File: config.mk
export PLATFORM = sky130hd
export DESIGN_NAME = uart_tx
export DESIGN_NICKNAME = d
export VERILOG_FILES = /design/src/rtl/uart_pkg.sv /design/src/rtl/uart_baud_counter.sv /design/src/rtl/uart_tx.sv
export SDC_FILE = /design/constraint.sdc
export NUM_CORES = 1
export LEC_CHECK = 0
export ABC_AREA = 1
export CORE_MARGIN = 5
export CORE_UTILIZATION = 35
export DETAILED_ROUTE_END_ITERATION = 12
export RECOVER_POWER = 25
export SKIP_CTS_REPAIR_TIMING = 1
export SYNTH_ARGS = -nofsm -noshare
export SYNTH_HDL_FRONTEND = slang
export SYNTH_SLANG_ARGS = --single-unit
File: constraint.sdc
create_clock -name clk -period 1.7 [get_ports clk]
set_input_delay 0.34 -clock clk [delete_from_list [all_inputs] [get_ports clk]]
set_output_delay 0.34 -clock clk [all_outputs]
set_load 0.05 [all_outputs]
File: src/rtl/uart_pkg.sv
// Shared UART definitions used by the transmitter and the receiver.
package uart_pkg;

    localparam int PARITY_NONE = 0;
    localparam int PARITY_ODD  = 1;
    localparam int PARITY_EVEN = 2;

    // Clock cycles per bit, rounded to nearest so both ends agree on the bit period.
    function automatic int clks_per_bit(input int clk_freq, input int baud);
        return (clk_freq + baud / 2) / baud;
    endfunction

endpackage

File: src/rtl/uart_baud_counter.sv
// Bit-period timer: pulses bit_done once every CLKS_PER_BIT enabled cycles.
module uart_baud_counter #(
    parameter int CLKS_PER_BIT = 434
) (
    input  logic clk,
    input  logic n_rst,
    input  logic enable,
    input  logic clear,
    output logic bit_done
);

    localparam int CW = (CLKS_PER_BIT > 1) ? $clog2(CLKS_PER_BIT) : 1;
    localparam logic [CW-1:0] LAST = CW'(CLKS_PER_BIT - 1);

    logic [CW-1:0] count;

    // Count cycles within the current bit; wrap at the end of each bit period.
    always_ff @(posedge clk or negedge n_rst) begin
        // NOTE: registers use non-blocking assignments so every flop samples pre-edge values.
        if (!n_rst) begin
            count <= '0;
        end else if (clear) begin
            count <= '0;
        end else if (enable) begin
            count <= (count == LAST) ? '0 : count + CW'(1);
        end
    end

    // Pure decode of registered state: no path from inputs other than enable.
    assign bit_done = enable && (count == LAST);

endmodule

File: src/rtl/uart_tx.sv
// UART transmitter: valid/ready byte input, serial frame out on o_tx.
module uart_tx
    import uart_pkg::*;
#(
    parameter int CLK_FREQ  = 50000000,
    parameter int BAUD_RATE = 115200,
    parameter int DATA_BITS = 8,
    parameter int STOP_BITS = 1,
    parameter int PARITY    = 0
) (
    input  logic                 clk,
    input  logic                 n_rst,
    input  logic                 i_data_valid,
    input  logic [DATA_BITS-1:0] i_data,
    output logic                 o_ready,
    output logic                 o_busy,
    output logic                 o_tx
);

    localparam int CLKS_PER_BIT = clks_per_bit(CLK_FREQ, BAUD_RATE);
    localparam int BCW          = $clog2(DATA_BITS + 1);
    localparam logic [BCW-1:0] LAST_DATA = BCW'(DATA_BITS - 1);
    localparam logic [BCW-1:0] LAST_STOP = BCW'(STOP_BITS - 1);

    typedef enum logic [4:0] {
        ST_IDLE   = 5'b00001,
        ST_START  = 5'b00010,
        ST_DATA   = 5'b00100,
        ST_PARITY = 5'b01000,
        ST_STOP   = 5'b10000
    } state_t;

    state_t               state;
    logic [DATA_BITS-1:0] shift_reg;
    logic [BCW-1:0]       bit_cnt;
    logic                 parity_bit;
    logic                 bit_done;
    logic                 last_stop;
    logic                 accept;

    uart_baud_counter #(
        .CLKS_PER_BIT(CLKS_PER_BIT)
    ) u_baud (
        .clk     (clk),
        .n_rst   (n_rst),
        .enable  (state != ST_IDLE),
        .clear   (state == ST_IDLE),
        .bit_done(bit_done)
    );

    // NOTE: o_ready decodes registered state only, so accept never loops back through the handshake.
    assign last_stop = (state == ST_STOP) && bit_done && (bit_cnt == LAST_STOP);
    assign o_ready   = (state == ST_IDLE) || last_stop;
    assign o_busy    = (state != ST_IDLE);
    assign accept    = i_data_valid && o_ready;

    // Frame sequencer: walks start, data, parity, stop and drives the registered line.
    always_ff @(posedge clk or negedge n_rst) begin
        if (!n_rst) begin
            state      <= ST_IDLE;
            o_tx       <= 1'b1;
            shift_reg  <= '0;
            bit_cnt    <= '0;
            parity_bit <= 1'b0;
        end else begin
            case (state)
                ST_IDLE: begin
                    if (accept) begin
                        shift_reg  <= i_data;
                        parity_bit <= (PARITY == PARITY_EVEN) ? ^i_data : ~^i_data;
                        bit_cnt    <= '0;
                        o_tx       <= 1'b0;
                        state      <= ST_START;
                    end
                end
                ST_START: begin
                    if (bit_done) begin
                        o_tx      <= shift_reg[0];
                        shift_reg <= shift_reg >> 1;
                        bit_cnt   <= '0;
                        state     <= ST_DATA;
                    end
                end
                ST_DATA: begin
                    if (bit_done) begin
                        if (bit_cnt == LAST_DATA) begin
                            bit_cnt <= '0;
                            if (PARITY != PARITY_NONE) begin
                                o_tx  <= parity_bit;
                                state <= ST_PARITY;
                            end else begin
                                o_tx  <= 1'b1;
                                state <= ST_STOP;
                            end
                        end else begin
                            bit_cnt   <= bit_cnt + BCW'(1);
                            o_tx      <= shift_reg[0];
                            shift_reg <= shift_reg >> 1;
                        end
                    end
                end
                ST_PARITY: begin
                    if (bit_done) begin
                        o_tx  <= 1'b1;
                        state <= ST_STOP;
                    end
                end
                ST_STOP: begin
                    if (bit_done) begin
                        if (bit_cnt == LAST_STOP) begin
                            bit_cnt <= '0;
                            if (accept) begin
                                // Next byte starts with no idle gap.
                                shift_reg  <= i_data;
                                parity_bit <= (PARITY == PARITY_EVEN) ? ^i_data : ~^i_data;
                                o_tx       <= 1'b0;
                                state      <= ST_START;
                            end else begin
                                state <= ST_IDLE;
                            end
                        end else begin
                            bit_cnt <= bit_cnt + BCW'(1);
                        end
                    end
                end
                default: begin
                    o_tx  <= 1'b1;
                    state <= ST_IDLE;
                end
            endcase
        end
    end

endmodule
### After elaboration in Yosys (flattened, before gate mapping)

Cells that the tools add are included.

* $add $sub $neg: 2
* multiply operators: 0
* div/mod/pow operators: 0
* order comparisons: 0
* equal/unequal tests: 16
* shift operators: 0
* multiplexer cells: 34
* bitwise logic cells: 0
* reduce and logical (&&, ||, !) cells: 12

Operators by type and width (count)
* two-way mux 8 bit: 6
* two-way mux 5 bit: 7
* one-hot mux 8 bit (4 select lines): 1
* two-way mux 9 bit: 3
* one-hot mux 5 bit (5 select lines): 1
* two-way mux 4 bit: 6
* one-hot mux 4 bit (4 select lines): 1
* != test 2 bit, second input constant: 7
* AND reduction 5 bit: 2
* adder 9 x 1 -> 9 bit, second input constant: 1
* == test 9 bit, second input constant: 1
* two-way mux 1 bit: 7
* AND reduction 7 bit: 1
* AND reduction 6 bit: 1
* == test 5 x 1 -> 1 bit, second input constant: 1
* == test 5 x 2 -> 1 bit, second input constant: 1
* == test 5 x 3 -> 1 bit, second input constant: 1
* == test 5 x 4 -> 1 bit, second input constant: 1
* == test 5 bit, second input constant: 1
* != test 5 x 1 -> 1 bit, second input constant: 1
* one-hot mux 1 bit (5 select lines): 1
* adder 4 x 1 -> 4 bit, second input constant: 1
* == test 4 x 3 -> 1 bit, second input constant: 1
* logical AND 1 bit: 4
* other kinds (6): 6

* register bits: 27
* bits in latches: 0
* memory bits (writable): 0
* bits in read-only memories: 0
* output and inout bits: 3
* memories kept: 0

### Longest topological paths before layout

Gate-level depths: netlist of the first run.

* word-level depth: 10
* mapped depth: 13
* gate-level depth less buffers: 13

### Hierarchy

From an unflattened synthesis of the first run, not the netlist that was laid out.

* cell total of the unflattened synthesis: 260
* area total of the unflattened synthesis: 1751.7 um^2

By module, submodules not included
* uart_tx: times used 1, cells an instance 166, area each 1148.6 um^2, seq. area each 427.9 um^2
* uart_baud_counter: times used 1, cells an instance 94, area each 603.1 um^2, seq. area each 225.2 um^2

### Worst setup path before layout of the first run

No wires, ideal clock.

* path kind: register -> register
* start point: register state[0]
* end point: register shift_reg[0]
* setup time: 0.117 ns
* arrival time: 1.683 ns
* required time: 1.583 ns
* slack: -0.099 ns
* stages on the path, launching flop included: 8
* path buffers: 0
* cell sequence: dfstp_2 nand3_2 nand2_2 nand2_2 nand2_2 nand2_4 nand2_1 nand2_1

* longest elaborated chain between the ends: 10
* elaborated cells on any way between the ends: 21
* those cells by class: eq/ne (10); mux (4); reduce/logical (7)

Ends and longest elaborated chain
* start: declaration: RTL line uart_tx.sv:33 `state_t state;`
* start signal: assignment: RTL line uart_tx.sv:60 `state <= ST_IDLE;`
* start signal: assignment: RTL line uart_tx.sv:73 `state <= ST_START;`
* start signal: assignment: RTL line uart_tx.sv:81 `state <= ST_DATA;`
* != test 5 x 1 -> 1 bit (*)
* net o_busy: RTL line uart_tx.sv:16 `output logic o_busy,`
* logical AND 1 bit (*): RTL line uart_baud_counter.sv:30 `assign bit_done = enable && (count == LAST);`
* logical AND 1 bit (*) (2 in a row): RTL line uart_tx.sv:52 `assign last_stop = (state == ST_STOP) && bit_done && (bit_cnt == LAST_STOP);`
* logical OR 1 bit (*): RTL line uart_tx.sv:53 `assign o_ready = (state == ST_IDLE) || last_stop;`
* net o_ready: RTL line uart_tx.sv:15 `output logic o_ready,`
* logical AND 1 bit (*): RTL line uart_tx.sv:55 `assign accept = i_data_valid && o_ready;`
* two-way mux 8 bit (*)
* two-way mux 8 bit (2 in a row)
* one-hot mux 8 bit (4 select lines) (*): RTL line uart_tx.sv:66 `case (state)`
* end signal: assignment: RTL line uart_tx.sv:69 `shift_reg <= i_data;`
* end signal: assignment: RTL line uart_tx.sv:79 `shift_reg <= shift_reg >> 1;`
* end signal: assignment: RTL line uart_tx.sv:98 `shift_reg <= shift_reg >> 1;`
* end: declaration: RTL line uart_tx.sv:34 `logic [DATA_BITS-1:0] shift_reg;`

Mark *: on every way through the listed nets, which the timed path passes. The rest lies on a longest branch. The select of a mux whose other input is x is not followed.
A chain may end at the register's enable or synchronous reset.

### Worst setup path in the final report of the first run

* start point: register u_baud.count[1]
* end point: output port o_ready

* longest elaborated chain between the ends: 5

Ends and longest elaborated chain
* start: declaration: RTL line uart_baud_counter.sv:15 `logic [CW-1:0] count;`
* start signal: assignment: RTL line uart_baud_counter.sv:25 `count <= (count == LAST) ? '0 : count + CW'(1);`
* == test 9 bit: RTL line uart_baud_counter.sv:30
* logical AND 1 bit: RTL line uart_baud_counter.sv:30
* logical AND 1 bit (2 in a row): RTL line uart_tx.sv:52
* logical OR 1 bit: RTL line uart_tx.sv:53
* end: declaration: RTL line uart_tx.sv:15

Every way passes these cells.

==> results.yml, run 1 <==
outcome:
  outcome: "complete, but fails checks"
  violations: "negative setup slack"
clock_tree:
  clk_pin_slew_ns: 0.09
  htreeDepth: 1
  cts-root-buf: "clkbuf_8"
  tritoncts: "done"
  numCtsBuffers: 3
  clock_sinks: 26
  clk_latency_ns: 0.27
  cts_max_path_buffers: 2
hold_path:
  hold_class: "register to register"
  hp-start: "shift_reg[3]"
sta:
  max_freq_ghz: 0.561
  fin_skew_ns: 0.00505
  maxSlewHeadroom: 0.567
  slew_viol_final: 0
  setup_tns_ns: -0.0828
  rsz0062_at_grt: "yes"
  hold_violations: 0
  finalSetupViolCount: 1
  hold_slack_ns: 0.475
  tightest_slew_ns: 0.650
  period_needed_ns: 1.78
  period_share: 1.05
  setup_ws_ns: -0.0828
power_and_ir_drop:
  power_mw: 3.84
  netSwitchingFraction: 0.493
  intPower_mw: 1.95
  clock_power_share: 0.094
  p_leak_nw: 1.08
  p_seq_frac: 0.257
  switching_power_mw: 1.90
  p_comb_frac: 0.649
  powerDensity_nw_per_um2: 1850
  ir_drop_v: 0.000831
worst_setup_path:
  crit_slowest_cell: "dfrtp_1"
  critical_path_buf_inv_count: 3
  r2r_start: "state[0]"
  cp.arrival_ns: 1.44
  worstPathCellList: "inv_1 > ha_2 > nand2_2 > inv_2 > nand2_4 > nor2_4 > nand2_2 > nand2_4 > buf_12"
  setup.worst_path.start: "u_baud.count[1]"
  worstPathMaxFanout: 2
  cp-end-kind: "primary output"
  crit_family: "flip-flops"
  crit_type: "register to primary output"
  crit_path_start_kind: "register"
  max_stage_delay_ns: 0.38
  critPathRequiredTime_ns: 1.36
synthesis:
  yosys-top-cells-area: "dfrtp_1 (36%), nand2_1 (18%), nor2_1 (5.0%)"
  yosys.area.top_type_share: 0.360
  ys.warnings.count: 0
  synthCells: 220
  synth_area_sq_um: 1670
  seq_area_frac_synth: 0.392
  ys.flop_type: "dfrtp_1"
  synth-seq-cells: 26
  async_flop_share: 1.00
  synth_area_leader_cell: "dfrtp_1"
  synth.distinct_cells: 26
  synth_most_common_cell: "nand2_1"
  synth_fp_nets: 235
  avgSynthCellArea_sq_um: 7.58
  synth_edf_count: 0
  yosys-top-cells-count: "nand2_1 (80), dfrtp_1 (24), nor2_1 (22)"
die:
  core_area_sq_um: 4660
  die_w_um: 79.0
  die_y_um: 79.0
  start_util: 0.358
  ioPinCount: 14
  rows: 25
  die-area_sq_um: 6240
final_layout:
  fillers: 438
  drive_gt1_frac: 0.288
  final_cells: 304
  antenna_cells: 0
  utilization: 0.445
  largest_register_ffs: 9
  final_area_sq_um: 2070
  final_nets: 266
  area_growth_pct: 24.3
detailed_routing:
  drc: 0
  drt-initial-drc-count: 42
  routed_wirelength_mm: 3.41
  vias: 1410
  dr.pass1.iters: 4
  wire_per_inst_um: 11.2
  via_per_inst: 4.64
  ant_nets: 0
global_routing:
  grt_remaining_overflow: 0
  grt_max_degree: 27
  grt_antenna_before_repair: 0
  grt_usage: 0.119
  gr-max-usage-layer: "met2"
  grt_pass1_wl_mm: 5.95
  grt_util_met1: 0.152
  grt_util_met3: 0.0215
  grtUsageMet2: 0.204
  first_global_vias: 1340
place:
  place_area_sq_um: 1940
  pre_cts_ws_ns: 0.000855
  gp_congestion: 0.790
  port_buffers: 13
  dp.cells: 293
  hpwl_mm: 2.62
run:
  drv_cap: 0
[path summary, 6_finish.rpt]
kind                       cells after the start           end  slack (ns)
max                                            9       o_ready       -0.08
min in group asynchronous                      2      state[2]        0.62
min reg2reg                                    2  shift_reg[3]        0.48
min                                            2  shift_reg[3]        0.48
max reg2reg                                    9  shift_reg[2]        0.07
max in group asynchronous                      2      state[2]        0.63
[power groups by stage]
stage,logic (mW),registers (mW),clock network [mW]
after floorplan,1.67,1.02,0
after global placement,2.32,1.00,0
after detailed placement,2.34,0.999,0
after CTS,2.34,0.991,0.381
after global routing,2.77,1.01,0.407
final,2.49,0.989,0.361
[placed cells by master, fill, tap and decap left out, types with 2 or more instances in the layout]
| master | Yosys | final |
|---|---|---|
| nand3_1 | 16 | 16 |
| clkdlybuf4s50_1 | 0 | 9 |
| nand2_4 | 4 | 6 |
| o21ai_1 | 2 | 2 |
| nor2_4 | 4 | 6 |
| clkbuf_8 | 0 | 3 |
| buf_12 | 0 | 2 |
| nor2_2 | 2 | 4 |
| nor3_1 | 3 | 3 |
| inv_2 | 11 | 12 |
| nand3_4 | 1 | 2 |
| a21oi_1 | 6 | 6 |
| inv_1 | 13 | 12 |
| nand2_2 | 10 | 13 |
| nor2_8 | 3 | 3 |
| dfrtp_1 | 24 | 23 |
| buf_4 | 0 | 12 |
| o21ai_0 | 2 | 2 |
| xnor2_1 | 2 | 2 |
| dfstp_2 | 2 | 2 |
| ha_1 | 4 | 3 |
| nand4_1 | 3 | 3 |
| nor2_1 | 22 | 19 |
| nand2_1 | 80 | 75 |
[metal layers]
layer	vias up	share of wire	routed length, um
met5	-	0	0
met4	0	0.012	40
met3	2	0.023	77
met2	15	0.50	1720
met1	644	0.46	1580
li1	749	-	-
[layout make-up]
| cell class | instances | area (sq um) | area share |
|---|---|---|---|
| sequential | 26 | 654 | 0.316 |
| timing repair buffer | 25 | 235 | 0.114 |
| tap | 54 | 67.6 | 0.0326 |
| clock buffer | 4 | 45.0 | 0.0217 |
| multi-input combinational | 170 | 975 | 0.470 |
| inverter | 25 | 95.1 | 0.0459 |
[kinds of logic after synthesis]
group           Yosys count  synth area share
xor+xnor                  2            0.0105
compound gates           12            0.0450
simple gates            151             0.465
fa+ha+maj                 4            0.0300
buf+inv                  25            0.0571
flops                    26             0.392
[tightest hold or removal path: cells and delay by family, from the launching register on]
kind          cells  cell delay, ns
simple gates      2            0.10
flops             1            0.35
Power figures use the tool's default switching activity.
==> run 2, diff against run 1 <==
- clock period: 1.7 -> 1.61 ns (I/O delays scaled with it)
==> run 2 against run 1 <==
  * Sequential power rose by 7%
  * Cell count up 3.0%
  * Sequential share of layout area is 2.7 points lower
  * Flip-flop and latch count did not move
  * Setup slack got worse by 0.14 ns
  * Power is 21% higher
  * Clock skew rose by 0.00060 ns
  * Register-to-register slack got worse by 0.12 ns
  * The run still ends with negative setup slack left
  * Combinational power is 29% higher
  * Via count up 3.0%
  * First-iteration DRC count is the same
==> results.yml, run 2 (synthesis results as in run 1) <==
sta:
  tightest_slew_ns: 0.685
  fin_skew_ns: 0.00564
  period_needed_ns: 1.83
  period_share: 1.14
  maxSlewHeadroom: 0.543
  hold_slack_ns: 0.489
  finalSetupViolCount: 9
  setup_ws_ns: -0.225
  hold_violations: 0
  max_freq_ghz: 0.545
  rsz0062_at_grt: "yes"
  slew_viol_final: 0
detailed_routing:
  drc: 0
  routed_wirelength_mm: 3.63
  drt-initial-drc-count: 42
  wire_per_inst_um: 11.6
  via_per_inst: 4.64
  dr.pass1.iters: 5
  vias: 1453
  ant_nets: 0
worst_setup_path:
  max_stage_delay_ns: 0.39
  worstPathMaxFanout: 3
  worstPathCellList: "inv_1 > ha_2 > nand2_2 > inv_2 > nand2_4 > nor2_4 > nand2_2 > nand2_4 > buf_12"
  crit_path_start_kind: "register"
  r2r_start: "u_baud.count[1]"
  critPathRequiredTime_ns: 1.29
  cp-end-kind: "primary output"
  r2r_cells: 12
  cp.arrival_ns: 1.51
  reg2reg_slack_ns: -0.05
  rr_endpoint: "shift_reg[2]"
  crit_slowest_cell: "dfrtp_1"
  crit_type: "register to primary output"
global_routing:
  grt_max_degree: 27
  first_global_vias: 1327
  grt_remaining_overflow: 0
  grt_antenna_before_repair: 0
  grt_usage: 0.114
  grt_pass1_wl_mm: 5.67
clock_tree:
  clock_sinks: 26
  htreeDepth: 1
  numCtsBuffers: 3
  cts_max_path_buffers: 2
  clk_latency_ns: 0.27
  cts-root-buf: "clkbuf_8"
  tritoncts: "done"
  clk_pin_slew_ns: 0.09
final_layout:
  final_common_cell: "nand2_1"
  final_cell_mix: "nand2_1 (64), dfrtp_1 (23), nand2_2 (21)"
  drive_gt1_frac: 0.390
  area_growth_pct: 36.0
  final_nets: 276
  utilization: 0.486
  antenna_cells: 0
  largest_register_ffs: 9
hold_path:
  hold_class: "register to register"
  hp-start: "shift_reg[4]"
  whs_endpoint: "shift_reg[4]"
  holdPathStages: 2
place:
  gp_congestion: 0.738
  hpwl_mm: 2.52
  port_buffers: 13
die:
  start_util: 0.358
  ioPinCount: 14
  die_y_um: 79.0
  die_w_um: 79.0
  die-area_sq_um: 6240
  core_area_sq_um: 4660
  rows: 25
outcome:
  outcome: "complete, but fails checks"
  violations: "negative setup slack"
run:
  drv_cap: 0
power_and_ir_drop:
  powerDensity_nw_per_um2: 2050
  ir_drop_v: 0.000957
  p_leak_nw: 1.16
[run 2: cell types whose count changed in the layout (fill, tap and decap cells not counted), sizes merged]
cell | before | now
nor2 | 32 | 31
clkbuf | 5 | 4
buf | 14 | 25
[run 2: worst max-delay path: cells and delay by family, from the launching register on]
family                     cells  cell delay, ns
and+or+nand+nor                5            0.42
DFF                            1            0.39
buffers and inverters          3            0.26
adders and majority gates      1            0.16
[run 2: through the flow]
stage / instances / setup TNS [ns] / instance area (sq um) / setup slack (ns) / total power, mW
3_3_place_gp: 300 / 0 / 2000 / 0.0414 / 3.63
2_1_floorplan: 220 / 0 / 1690 / 0.00123 / 2.87
5_1_grt: 313 / -2.11 / 2270 / -0.308 / 5.02
4_1_cts: 303 / -0.389 / 2040 / -0.258 / 4.03
6_report: 313 / -0.516 / 2270 / -0.225 / 4.65
3_5_place_dp: 300 / 0 / 2000 / 0.00318 / 3.63
[run 2: cell type report]
type | count | area [sq um]
inverter | 25 | 97.6
tap | 54 | 67.6
fill | 436 | 2390
sequential | 26 | 654
timing repair buffer | 36 | 340
multi-input combinational | 169 | 1060
clock buffer | 3 | 41.3
[run 2: how the worst max path moves through the flow]
stage	endpoint	depth (start not counted)	startpoint	slack [ns]
after detailed placement	shift_reg[2]	13	u_baud.count[1]	0.003
after global placement	shift_reg[6]	13	u_baud.count[1]	0.04
after global routing	o_ready	9	u_baud.count[1]	-0.31
final	o_ready	9	u_baud.count[1]	-0.22
after CTS	o_ready	9	u_baud.count[1]	-0.26
after floorplan	shift_reg[0]	13	u_baud.count[1]	0.001
[run 2: where the power goes]
group	switching, mW	total (mW)	leakage (nW)	internal [mW]
combinational	1.86	3.21	0.796	1.35
sequential	0.173	1.06	0.338	0.886
clock	0.212	0.380	0.0216	0.168
total	2.24	4.65	1.16	2.40
[run 2: layer usage]
layer | up-vias | GRT usage | part of all wire
met5 | - | 0 | 0
met4 | 0 | 0.0412 | 0.0099
met3 | 2 | 0.0159 | 0.017
met2 | 13 | 0.178 | 0.51
met1 | 676 | 0.159 | 0.46
li1 | 762 | - | -
